File: config.mk
export PLATFORM = sky130hd
export DESIGN_NAME = jk_drive_seq
export DESIGN_NICKNAME = d
export VERILOG_FILES = /design/src/rtl/jk_drive_seq.sv
export SDC_FILE = /design/constraint.sdc
export NUM_CORES = 1
export LEC_CHECK = 0
export BUFFER_PORTS_ARGS = -buffer_cell sky130_fd_sc_hd__clkbuf_2
export CORE_MARGIN = 1
export CORE_UTILIZATION = 40
export CTS_CLUSTER_SIZE = 20
export DETAILED_ROUTE_END_ITERATION = 7
export PLACE_DENSITY = 0.66
export SLEW_MARGIN = 20
export SYNTH_ARGS = -nofsm -noshare
export SYNTH_HDL_FRONTEND = slang
export SYNTH_SLANG_ARGS = --single-unit
File: constraint.sdc
create_clock -name Clk -period 6.56 [get_ports Clk]
set_input_delay 0.328 -clock Clk [delete_from_list [all_inputs] [get_ports Clk]]
set_output_delay 0.328 -clock Clk [all_outputs]
set_load 0.005 [all_outputs]
File: src/rtl/jk_drive_seq.sv
// jk_drive_seq: buffers target Q vectors and converts each one into a one-cycle J/K drive pulse for a JK flop bank.
// Optional feature macro: JK_CHECK_EN enables the Q feedback comparator and the err/err_count outputs.
module jk_drive_seq #(
    parameter int               WIDTH      = 4,
    parameter int               DEPTH      = 4,
    parameter int               USE_TOGGLE = 0,
    parameter logic [WIDTH-1:0] Q_INIT     = '0
) (
    input  logic             Clk,
    input  logic             Rst,
    input  logic             tgt_valid,
    output logic             tgt_ready,
    input  logic [WIDTH-1:0] tgt_data,
    output logic [WIDTH-1:0] J,
    output logic [WIDTH-1:0] K,
    input  logic [WIDTH-1:0] q_fb,
    output logic             busy,
    output logic             err,
    output logic [7:0]       err_count,
    input  logic             clr_err
);

    localparam int AW = (DEPTH > 1) ? $clog2(DEPTH) : 1;
    localparam int CW = AW + 1;

    typedef enum logic [1:0] {
        IDLE   = 2'd0,
        SETTLE = 2'd1,
        CHECK  = 2'd2
    } state_t;

    state_t           state_q, state_d;
    logic [WIDTH-1:0] mem_q [DEPTH];
    logic [WIDTH-1:0] mem_d [DEPTH];
    logic [AW-1:0]    wr_ptr_q, wr_ptr_d;
    logic [AW-1:0]    rd_ptr_q, rd_ptr_d;
    logic [CW-1:0]    count_q, count_d;
    logic [WIDTH-1:0] shadow_q, shadow_d;
    logic [WIDTH-1:0] j_q, j_d;
    logic [WIDTH-1:0] k_q, k_d;

    logic             fifo_full;
    logic             fifo_empty;
    logic             push;
    logic             pop;
    logic [WIDTH-1:0] head;
    logic [WIDTH-1:0] diff;
    logic [WIDTH-1:0] enc_j;
    logic [WIDTH-1:0] enc_k;

    assign fifo_full  = (count_q == CW'(DEPTH));
    assign fifo_empty = (count_q == '0);
    assign head       = mem_q[rd_ptr_q];

    // A new target may only be popped when no pulse is in flight (IDLE or CHECK).
    assign push = tgt_valid && !fifo_full;
    assign pop  = (state_q != SETTLE) && !fifo_empty;

    // Excitation table: bits that already match hold, changed bits are set/reset or toggled.
    assign diff  = shadow_q ^ head;
    assign enc_j = (USE_TOGGLE != 0) ? diff : (diff & head);
    assign enc_k = (USE_TOGGLE != 0) ? diff : (diff & ~head);

    always_comb begin
        mem_d    = mem_q;
        wr_ptr_d = wr_ptr_q;
        rd_ptr_d = rd_ptr_q;
        count_d  = count_q;
        if (push) begin
            mem_d[wr_ptr_q] = tgt_data;
            wr_ptr_d        = wr_ptr_q + AW'(1);
        end
        if (pop) begin
            rd_ptr_d = rd_ptr_q + AW'(1);
        end
        if (push && !pop) begin
            count_d = count_q + CW'(1);
        end else if (!push && pop) begin
            count_d = count_q - CW'(1);
        end
    end

    always_comb begin
        state_d  = state_q;
        shadow_d = shadow_q;
        j_d      = '0;
        k_d      = '0;
        unique case (state_q)
            IDLE, CHECK: begin
                if (pop) begin
                    j_d      = enc_j;
                    k_d      = enc_k;
                    shadow_d = head;
                    state_d  = SETTLE;
                end else begin
                    state_d = IDLE;
                end
            end
            SETTLE: begin
                state_d = CHECK;
            end
            default: begin
                state_d = IDLE;
            end
        endcase
    end

    always_ff @(posedge Clk or posedge Rst) begin
        if (Rst) begin
            state_q  <= IDLE;
            wr_ptr_q <= '0;
            rd_ptr_q <= '0;
            count_q  <= '0;
            shadow_q <= Q_INIT;
            j_q      <= '0;
            k_q      <= '0;
            for (int i = 0; i < DEPTH; i++) begin
                mem_q[i] <= '0;
            end
        end else begin
            state_q  <= state_d;
            wr_ptr_q <= wr_ptr_d;
            rd_ptr_q <= rd_ptr_d;
            count_q  <= count_d;
            shadow_q <= shadow_d;
            j_q      <= j_d;
            k_q      <= k_d;
            mem_q    <= mem_d;
        end
    end

    assign J         = j_q;
    assign K         = k_q;
    assign tgt_ready = !fifo_full;
    assign busy      = (state_q != IDLE) || !fifo_empty;

`ifdef JK_CHECK_EN
    logic       err_q, err_d;
    logic [7:0] err_count_q, err_count_d;
    logic       mismatch;

    // The bank has had a full cycle to settle once the FSM sits in CHECK.
    assign mismatch = (state_q == CHECK) && (q_fb != shadow_q);

    always_comb begin
        err_d       = err_q;
        err_count_d = err_count_q;
        if (clr_err) begin
            err_d       = 1'b0;
            err_count_d = '0;
        end else if (mismatch) begin
            err_d = 1'b1;
            if (err_count_q != 8'hFF) begin
                err_count_d = err_count_q + 8'd1;
            end
        end
    end

    always_ff @(posedge Clk or posedge Rst) begin
        if (Rst) begin
            err_q       <= 1'b0;
            err_count_q <= '0;
        end else begin
            err_q       <= err_d;
            err_count_q <= err_count_d;
        end
    end

    assign err       = err_q;
    assign err_count = err_count_q;
`else
    logic unused_check_inputs;

    assign unused_check_inputs = ^{q_fb, clr_err};
    assign err                 = 1'b0;
    assign err_count           = '0;
`endif

    // J/K may only be non-zero during the single SETTLE cycle.
    a_pulse_only_in_settle: assert property (@(posedge Clk) disable iff (Rst)
        (state_q != SETTLE) |-> ((j_q == '0) && (k_q == '0)));

    a_no_toggle_in_setreset: assert property (@(posedge Clk) disable iff (Rst)
        (USE_TOGGLE == 0) |-> ((j_q & k_q) == '0));

    a_count_bounded: assert property (@(posedge Clk) disable iff (Rst)
        count_q <= CW'(DEPTH));

endmodule

==> impl_metrics.py <==
metrics = {
    "timing": {
        "final_max_slew_viol_count": 0,
        "hold_violations": 0,
        "totalNegativeSetupSlack_ns": 0,
        "period_needed_ns": 2.328,
        "fmax_ghz": 0.4295,
        "period_share": 0.3549,
        "rsz0062_at_grt": "false",
        "finalClockSkew_ns": 0.006575,
        "final-setup-viol-count": 0,
    },
    "clocking": {
        "path_clk_slew_ns": 0.07,
        "cts_tree": "built",
        "clkLatencyLatePin_ns": 0.29,
        "clock_sinks": 37,
        "cts.repair.resized": 0,
        "cts_buffers": 5,
        "cts_root_buf": "clkbuf_8",
        "htree_num_levels": 2,
        "clock_path_buffers": 2,
        "cts.hold.buffers_added": 0,
        "postCtsSetupBuffers": 0,
    },
    "detailed_routing": {
        "drc": 0,
        "wl_per_cell_um": 14.07,
        "first_iter_violations": 44,
        "drtAntennaViolNets": 0,
        "postRouteWirelength_um": 2617,
        "first_pass_iters": 2,
        "vias": 883,
        "via_per_inst": 4.747,
    },
    "synthesis": {
        "synth-seq-cells": 37,
        "syn_avg_cell_area_sq_um": 14.70,
        "syn_inst": 116,
        "yosysSeqAreaShare": 0.5429,
        "yosys_warnings": 0,
        "syn_area_sq_um": 1705,
        "yosysUniqueCellTypes": 25,
    },
    "floorplanning": {
        "core-area_sq_um": 4058,
        "row_count": 23,
        "die_width_um": 67.30,
        "die-area_sq_um": 4529,
        "ios": 31,
        "die_h_um": 67.30,
        "initial_utilization": 0.4203,
    },
    "pwr": {
        "power_frac_seq": 0.420,
        "netSwitchingFraction": 0.3115,
        "p_per_area_nw_per_um2": 526.1,
        "p_sw_w": 0.0003105,
        "combPwrFrac": 0.392,
        "p_clk_frac": 0.188,
        "worst_ir_drop_vdd_mv": 0.2254,
        "p_leak_nw": 0.8911,
        "internal-power_w": 0.0006862,
    },
    "min_path": {
        "min_path_type": "input pin to async pin",
    },
    "job": {
        "drv_cap": 0,
    },
    "critical_path": {
        "crit-reg2reg-capture": "count_q[1]",
        "endpoint": "count_q[1]",
        "cp_max_fo": 6,
        "reg2reg_slack_ns": 4.23,
        "critPathKind": "register to register",
        "reg2reg_depth": 7,
        "critPathLaunch": "count_q[0]",
        "critPathLaunchType": "register",
        "reg2reg_from": "count_q[0]",
        "crit_required_ns": 6.73,
        "crit_arrival_ns": 2.50,
        "end_kind": "register",
    },
    "layout": {
        "most-common-layout-cells": "dfrtp_1 (37), mux2_2 (18), clkbuf_2 (16), conb_1 (9), nor3b_1 (8)",
        "final_common_cell": "dfrtp_1",
        "num_antenna_cells": 0,
        "synthToLayoutAreaGrowth_pct": 11.08,
        "nets": 154,
        "drive_above_1_share": 0.4118,
        "final_area_sq_um": 1894,
    },
    "placement": {
        "place_area_sq_um": 1790,
        "gp_congestion": 0.6591,
        "io_buffers": 16,
        "hpwlAfterDp_um": 1886,
    },
    "grt": {
        "grt_max_degree": 38,
        "grt_pass1_wl_um": 4505,
        "grt_pass1_vias": 932,
        "overflow": 0,
        "antenna_found_initial": 0,
        "grt.total_usage": 0.1458,
    },
    "status": {
        "outcome": "complete, no violations",
    },
}
==> sequential cells by signal, indices dropped and copies added (netlist names) <==
name and flops:
mem_q 16, J 4, K 4, shadow_q 4
count_q 3, rd_ptr_q 2, state_q 2, wr_ptr_q 2
==> cells by family after synthesis <==
| family | synth area share |
|---|---|
| mux | 0.2091 |
| buf+inv | 0.07409 |
| other cells | 0.002199 |
| simple gates | 0.09245 |
| fa+ha+maj | 0.04842 |
| flops | 0.5429 |
| xor+xnor | 0.03081 |
==> critical path: stages, from the launching register on <==
cell and delay [ns]:
dfrtp_1 0.43, or3b_1 0.53, nand2_1 0.20, inv_1 0.06, ha_1 0.22, inv_1 0.08
fa_1 0.41, mux2_2 0.27
==> power by group through the flow <==
stage | Sequential (W) | Combinational, W | Clock, W
final | 0.000419 | 0.000391 | 0.000187
after global placement | 0.000415 | 0.000381 | 0
after floorplan | 0.000397 | 0.000348 | 0
after CTS | 0.000420 | 0.000401 | 0.000193
after detailed placement | 0.000424 | 0.000398 | 0
after global routing | 0.000436 | 0.000437 | 0.000203
==> worst min path at each step <==
stage / start / endpoint / slack [ns]
6_report: Rst / K[3] / 0.11
2_1_floorplan: shadow_q[2] / J[2] / 0.42
4_1_cts: Rst / K[3] / 0.13
3_5_place_dp: shadow_q[3] / J[3] / 0.44
5_1_grt: Rst / K[3] / 0.16
3_3_place_gp: Rst / J[3] / 0.44
==> layout make-up <==
| type | instances | area [sq um] |
|---|---|---|
| multi-input cells | 68 | 683.2 |
| clock buffers | 5 | 68.82 |
| repair buffers | 17 | 87.58 |
| fillers | 369 | 2163 |
| flip-flops and latches | 37 | 925.9 |
| well taps | 50 | 62.56 |
| clock inverters | 2 | 35.03 |
| inverters | 7 | 31.28 |
==> through the flow <==
step	setup slack (ns)	total power, W	hold WS [ns]	util	std cells
2_1_floorplan	4.417	0.0007453	0.4216	-	124
3_3_place_gp	4.310	0.0007961	0.4355	0.4413	179
3_5_place_dp	4.238	0.0008217	0.4411	0.4413	179
4_1_cts	4.218	0.001013	0.1279	0.4669	186
5_1_grt	4.137	0.001077	0.1560	0.4669	186
6_report	4.232	0.0009966	0.1094	0.4669	186
==> synthesized netlist by cell type, drive strengths merged <==
cell type / instances / area share
conb: 1 / 0.0022
mux2: 22 / 0.15
nor3b: 8 / 0.035
or3b: 1 / 0.0051
xor2: 2 / 0.010
nor2: 1 / 0.0022
nand2b: 2 / 0.0088
mux4: 4 / 0.055
fa: 1 / 0.012
xnor2: 4 / 0.021
or3: 2 / 0.010
nand2: 2 / 0.0044
dfrtp: 37 / 0.54
buf: 12 / 0.056
inv: 7 / 0.018
nand3: 5 / 0.026
ha: 5 / 0.037
==> routing by layer <==
metal	routed length, um	track usage	share of wire	vias up
met4	73	0.08777	0.028	0
met5	0	0	0	-
met1	1155	0.1768	0.44	438
met3	109	0.04561	0.042	8
met2	1278	0.2263	0.49	23
li1	-	-	-	414
Power figures use the tool's default switching activity.
